$ cat config.mk
export PLATFORM = sky130hd
export DESIGN_NAME = golden_nonce_queue
export DESIGN_NICKNAME = d
export VERILOG_FILES = /design/src/rtl/golden_nonce_queue.sv
export SDC_FILE = /design/constraint.sdc
export NUM_CORES = 1
export LEC_CHECK = 0
export BUFFER_PORTS_ARGS = -buffer_cell sky130_fd_sc_hd__buf_2
export CORE_MARGIN = 8
export CORE_UTILIZATION = 45
export CTS_CLUSTER_DIAMETER = 50
export DETAILED_ROUTE_END_ITERATION = 10
export GPL_TIMING_DRIVEN = 0
export HOLD_SLACK_MARGIN = 0.15
export PLACE_DENSITY = 0.68
export REMOVE_ABC_BUFFERS = 1
export SYNTH_ARGS = -nofsm -noshare
export SYNTH_HDL_FRONTEND = slang
export SYNTH_SLANG_ARGS = --single-unit
$ cat constraint.sdc
create_clock -name clk_i -period 5.29 [get_ports clk_i]
set_input_delay 1.058 -clock clk_i [delete_from_list [all_inputs] [get_ports clk_i]]
set_output_delay 1.058 -clock clk_i [all_outputs]
set_load 0.03 [all_outputs]
$ cat src/rtl/golden_nonce_queue.sv
// golden_nonce_queue: buffers golden nonces in a small FIFO and feeds them one word at a
// time into serial_transmit through its send/busy/word handshake.
// Ports:
//   clk_i, reset_i          comm clock, asynchronous active-high reset
//   nonce_valid_i, nonce_in_i  golden nonce strobe and raw nonce
//   flush_i                 new-work strobe, discards queued untransmitted nonces
//   tx_busy_i               busy from serial_transmit
//   tx_send_o, tx_word_o    one-cycle send request and the word being transmitted
//   level_o                 FIFO occupancy, 0..DEPTH
//   overflow_o              sticky, a nonce was dropped on a full FIFO
// Optional GOLDEN_NONCE_DEDUP_EN: a nonce equal to the last accepted one is discarded.
module golden_nonce_queue #(
   parameter int          DEPTH        = 8,
   parameter logic [31:0] NONCE_OFFSET = 32'd0,
   parameter int          ARM_TIMEOUT  = 4
) (
   input  logic                   clk_i,
   input  logic                   reset_i,
   input  logic                   nonce_valid_i,
   input  logic [31:0]            nonce_in_i,
   input  logic                   flush_i,
   input  logic                   tx_busy_i,
   output logic                   tx_send_o,
   output logic [31:0]            tx_word_o,
   output logic [$clog2(DEPTH):0] level_o,
   output logic                   overflow_o
);
   localparam int AW = $clog2(DEPTH);
   localparam int CW = $clog2(ARM_TIMEOUT + 1);
   typedef enum logic [2:0] {IDLE, LOAD, SEND, ARM, DRAIN} state_t;
   state_t        state_q;
   logic [31:0]   mem_q [DEPTH];
   logic [AW:0]   wr_q, rd_q, wr_d, rd_d;
   logic [CW-1:0] tmo_q;
   logic [31:0]   tx_word_q, adj;
   logic          tx_send_q, overflow_q, full, empty, pop, dup, push;
`ifdef GOLDEN_NONCE_DEDUP_EN
   logic [31:0]   last_q;
   logic          last_v_q;
`endif
   always_comb begin
      adj   = nonce_in_i - NONCE_OFFSET;
      pop   = state_q == LOAD;
      empty = wr_q == rd_q;
      full  = (wr_q[AW] != rd_q[AW]) && (wr_q[AW-1:0] == rd_q[AW-1:0]);
`ifdef GOLDEN_NONCE_DEDUP_EN
      // flush invalidates last_nonce before the same-cycle write is judged
      dup   = last_v_q && !flush_i && (last_q == adj);
`else
      dup   = 1'b0;
`endif
      // a pop or flush in this cycle frees room for the incoming nonce
      push  = nonce_valid_i && !dup && (!full || pop || flush_i);
      rd_d  = flush_i ? wr_q : rd_q + (AW+1)'(pop);
      wr_d  = wr_q + (AW+1)'(push);
   end
   assign level_o    = wr_q - rd_q;
   assign tx_send_o  = tx_send_q;
   assign tx_word_o  = tx_word_q;
   assign overflow_o = overflow_q;
   always_ff @(posedge clk_i)
      if (push) mem_q[wr_q[AW-1:0]] <= adj;
   always_ff @(posedge clk_i or posedge reset_i) begin
      if (reset_i) begin
         wr_q       <= '0;
         rd_q       <= '0;
         overflow_q <= 1'b0;
         state_q    <= IDLE;
         tx_send_q  <= 1'b0;
         tx_word_q  <= '0;
         tmo_q      <= '0;
`ifdef GOLDEN_NONCE_DEDUP_EN
         last_q     <= '0;
         last_v_q   <= 1'b0;
`endif
      end else begin
         wr_q       <= wr_d;
         rd_q       <= rd_d;
         overflow_q <= overflow_q | (nonce_valid_i && !dup && !push);
         tx_send_q  <= 1'b0;
`ifdef GOLDEN_NONCE_DEDUP_EN
         if (flush_i) last_v_q <= 1'b0;
         if (push) begin
            last_q   <= adj;
            last_v_q <= 1'b1;
         end
`endif
         case (state_q)
            // a flush in this cycle empties the FIFO, so do not start a load
            IDLE:  if (!empty && !tx_busy_i && !flush_i) state_q <= LOAD;
            LOAD: begin
               tx_word_q <= mem_q[rd_q[AW-1:0]];
               tx_send_q <= 1'b1;
               state_q   <= SEND;
            end
            SEND: begin
               tmo_q   <= '0;
               state_q <= ARM;
            end
            // the word is abandoned, not re-queued, if the transmitter never answers
            ARM:   if (tx_busy_i) state_q <= DRAIN;
                   else if (tmo_q == CW'(ARM_TIMEOUT - 1)) state_q <= IDLE;
                   else tmo_q <= tmo_q + CW'(1);
            DRAIN: if (!tx_busy_i) state_q <= IDLE;
            default: state_q <= IDLE;
         endcase
      end
   end
endmodule
After elaboration in Yosys (flattened, before gate mapping)

Memory sizes are Yosys's and may differ from the RTL's. A register that Yosys moved wholly into a read port is not among the register bits.
Index checks and enable logic that the tools add are counted.

Add/subtract/negate cells: 4
Equal/unequal tests: 13
Muxes and demuxes: 12
Bitwise operators: 1
Reductions and logical operators: 16

Operators with widths:

| cell                                                | number |
|---|---|
| 2-to-1 mux 3 bit                                    | 6 |
| case mux 3 bit (5 select lines)                     | 1 |
| equality test 3 x 2 -> 1 bit, second input constant | 3 |
| adder 4 x 1 -> 4 bit                                | 2 |
| != test 2 bit, second input constant                | 4 |
| case mux 3 bit (2 select lines)                     | 1 |
| AND reduction 3 bit                                 | 2 |
| logical AND 1 bit                                   | 5 |
| zero test 1 bit                                     | 5 |
| equality test 4 bit                                 | 1 |
| 2-to-1 mux 4 bit                                    | 1 |
| subtractor 4 bit                                    | 1 |
| adder 3 x 1 -> 3 bit, second input constant         | 1 |
| equality test 3 x 1 -> 1 bit, second input constant | 1 |
| equality test 3 bit                                 | 1 |
| equality test 3 bit, second input constant          | 1 |
| zero test 3 bit                                     | 1 |
| 2-to-1 mux 1 bit                                    | 3 |
| != test 3 bit, second input constant                | 1 |
| logical OR 1 bit                                    | 2 |
| nonzero test 2 bit                                  | 1 |
| != test 1 bit                                       | 1 |
| bitwise OR 1 bit                                    | 1 |

Bits in registers: 16
RAM bits: 256
Input port bits: 37
Word-level logic and storage cells: 53
Memories kept: 1

Memory list:

| memory | depth | width | rd ports | clocked after memory_dff | wr ports | line | RTL |
|---|---|---|---|---|---|---|---|
| mem_q  | 8     | 32    | 1        | 1                        | 1        | 32   | `logic [31:0] mem_q [DEPTH];` |

Longest topological paths before layout

Depth after elaboration: 9
Mapped depth: 10

Worst setup path after synthesis

Ideal clock, no wire load.

Path kind: input to register
Start: in flush_i
End: mem mem_q[3][0], enable pin
Arrival: 3,821 ps
Data required time: 4,829 ps
Slack: 1,007 ps
Stages: 4
Cells stage by stage: clkbuf_1 > nor4_4 > nand2b_4 > nor3_1

Longest elaborated chain between the ends: 4

RTL lines:

| element                                | line | RTL |
|---|---|---|
| start: declaration                     | 21   | `input logic flush_i,` |
| logical OR 1 bit                       | 53   | `push = nonce_valid_i && !dup && (!full \|\| pop \|\| flush_i);` |
| logical AND 1 bit                      | 53   |  |
| 2-to-1 mux 1 bit                       | 62   | `if (push) mem_q[wr_q[AW-1:0]] <= adj;` |
| 2-to-1 mux 1 bit (not written as such) | 62   |  |
| end: declaration                       | 32   |  |

No other way between the ends.

Final worst setup path

Start: reg rd_q[0]
End: out level_o[3]

Longest elaborated chain between the ends: 1

RTL lines:

| element                  | line | RTL |
|---|---|---|
| start: declaration       | 33   | `logic [AW:0] wr_q, rd_q, wr_d, rd_d;` |
| start signal: assignment | 78   | `rd_q <= rd_d;` |
| subtractor 4 bit         | 57   | `assign level_o = wr_q - rd_q;` |
| end: declaration         | 25   | `output logic [$clog2(DEPTH):0] level_o,` |

No other way between the ends.

==> impl_metrics.tcl <==
set metrics [dict create \
    status "finished clean" \
    max-vdd-ir-drop_v 0.0006225 \
    crit_type "flop to primary output" \
    core-area_um2 25840 \
    track_usage 0.1590 \
    yosysTopAreaCell "edfxtp_1" \
    drv_slew 0 \
    ant_nets 0 \
    yosysTopAreaCellShare 0.6531 \
    viasPerCell 5.495 \
    synth_area_um2 11770 \
    timing.rr.start "state_q[2]$_DFFE_PP0P_" \
    grt_pass1_wl_mm 37.93 \
    syn2layout_area_growth_pct 17.71 \
    layout-drive-gt1-share 0.2582 \
    wl_mm 24.82 \
    die_w_um 177.7 \
    synth_edf_count 256 \
    min_from "overflow_o$_DFF_PP0_" \
    start_kind "flop" \
    drcViolationCount 0 \
    synth_most_common_cell "edfxtp_1" \
    ios 75 \
    setup_viol 0 \
    critical_path.cell_chain "ha_1, inv_1, a21o_1, a21oi_1, xnor2_1, buf_2" \
    antenna_found_initial 4 \
    cts_root_buffer "clkbuf_16" \
    port_buffers 74 \
    fin_crit_sh 0.6950 \
    synth_commonest_cells "edfxtp_1, mux2i_1, nand2_1" \
    wl_per_cell_um 22.05 \
    worst_slew_pin_slew_ns 1.160 \
    hp-class "flop to flop" \
    drt_iter0_markers 461 \
    clock_latency_ns 0.50 \
    drv_cap 0 \
    final_hold_viol_count 0 \
    crit_arrival_ns 2.62 \
    first_pass_iters 4 \
    postCtsSetupRepairBufs 0 \
    cpPeakStageDelay_ns 1.02 \
    p_per_area_nw_per_um2 593.6 \
    max-slew-margin-rel 0.2268 \
    grt_max_degree 58 \
    leakage_nw 5.034 \
    dp_hpwl_mm 14.34 \
    whs_ns 0.4515 \
    regArea_um2 8896 \
    avgSynthCellArea_um2 17.46 \
    fp.dieH_um 177.7 \
    worstPathRequired_ns 4.23 \
    rows 59 \
    cts_hold_buf 0 \
    die_area_um2 31590 \
    cts_sinks 304 \
    finClkSkew_ns 0.01150 \
    end_kind "primary output" \
    synth_area_leaders "edfxtp_1, dfrtp_1, mux2i_1" \
    yosysUniqueCellTypes 36 \
    fillerInstances 2024 \
    cts_buffer_depth 3 \
    ys_warn_count 0 \
    grt_overflow 0 \
    multi_input_area_um2 2725 \
    numCtsBuffers 34 \
    ff2ff_path_depth 9 \
    htree_levels 2 \
    postSynthCellCount 674 \
    vias 6187 \
    min_path_cells 1 \
    max_clock_freq_mhz 272.0 \
    synthArstFlopShare 0.1579 \
    seq_area_frac_synth 0.7551 \
    cts_tree "done" \
    crit_fanout 57 \
    ys_ff_latch 304 \
    gp_congestion 0.7499 \
    finalCriticalPeriod_ns 3.677 \
    finalNetCount 812 \
    crit_slowest_cell "dfrtp_4" \
    ctsResizeCount 0 \
    synthFlopType "edfxtp_1" \
    grt_pass1_vias 6353 \
    path_clk_slew_ns 0.06 \
    design_power_total_mw 8.224 \
    start_util 0.4556 \
    startpoint "rd_q[0]$_DFF_PP0_" \
    rsz0062_at_grt "no" \
]
## path summary, 6_finish.rpt
kind | endpoint | slack (ns)
max | level_o[3] | 1.61
min | overflow_o$_DFF_PP0_ | 0.45
max reg2reg | mem_q[3][3]$_DFFE_PP_ | 1.88
min reg2reg | overflow_o$_DFF_PP0_ | 0.45
max in group asynchronous | rd_q[0]$_DFF_PP0_ | 4.07
min in group asynchronous | tx_word_o[13]$_DFFE_PP0N_ | 0.62
## area by class of cell
| class | instances | area share |
|---|---|---|
| Tap cell | 335 | 0.03025 |
| Clock inverter | 11 | 0.01111 |
| Inverter | 10 | 0.003070 |
| Sequential cell | 304 | 0.6420 |
| Antenna cell | 1 | 0.0001806 |
| Multi-Input combinational cell | 326 | 0.1967 |
| Timing Repair Buffer | 89 | 0.04939 |
| Clock buffer | 50 | 0.06727 |
## placed cells by master, fill, tap and decap left out, drive strengths merged, types with 3 or more instances in the layout
master / Yosys / layout
a22oi: 30 / 30
buf: 25 / 89
bufinv: 0 / 3
clkbuf: 9 / 50
clkinv: 1 / 7
dfrtp: 48 / 48
edfxtp: 256 / 256
ha: 9 / 9
inv: 9 / 11
mux2: 36 / 36
mux2i: 60 / 60
mux4: 17 / 17
nand2: 56 / 56
nand3: 20 / 20
nor2: 28 / 28
nor2b: 4 / 4
nor3: 4 / 4
o21ai: 22 / 22
o221ai: 17 / 17
xnor2: 5 / 5
## flip-flops by register name (all words and copies together) (netlist names)
signal      flops
rd_q            4
state_q         3
tx_send_o       1
overflow_o      1
tmo_q           3
mem_q         256
tx_word_o      32
wr_q            4
## worst max-delay path: cells and delay by family, from the launching register on
| kind | cells | cell delay, ns |
|---|---|---|
| AO/OA/AOI/OAI | 2 | 0.36 |
| adder cells (fa/ha/maj) | 1 | 0.33 |
| flip-flops | 1 | 1.02 |
| XOR/XNOR | 1 | 0.13 |
| buffers and inverters | 2 | 0.26 |
## cell families after synthesis
group / after synthesis / share of synthesized area
flip-flops: 304 / 0.7551
AND/OR/NAND/NOR: 121 / 0.04709
multiplexers: 113 / 0.1180
AO/OA/AOI/OAI: 75 / 0.04475
buffers and inverters: 44 / 0.01860
adder cells (fa/ha/maj): 10 / 0.01127
XOR/XNOR: 7 / 0.005208
## routing by layer
layer / GRT usage / vias to the layer above / part of all wire
met5: 0 / - / 0.0018
met4: 0.05314 / 6 / 0.019
met3: 0.03936 / 43 / 0.067
met2: 0.2565 / 181 / 0.48
met1: 0.2083 / 3163 / 0.43
li1: - / 2794 / -
## report_power, final
| part | internal (mW) | switching, mW |
|---|---|---|
| clock | 1.38 | 0.888 |
| sequential | 3.10 | 0.379 |
| combinational | 0.961 | 1.52 |
## per-stage QoR
step	worst slack, ns	setup TNS (ns)	instance area, um2	utilization	instances
CTS	1.561	0	13850	0.5362	1125
detailed placement	1.863	0	12770	0.4941	1064
global route	1.469	0	13860	0.5363	1126
finish	1.613	0	13860	0.5363	1126
global placement	-4.280	-733.72	12380	0.4793	1049
floorplan	-0.8514	-30.31	11590	-	640
(Power assumes the default switching activity.)
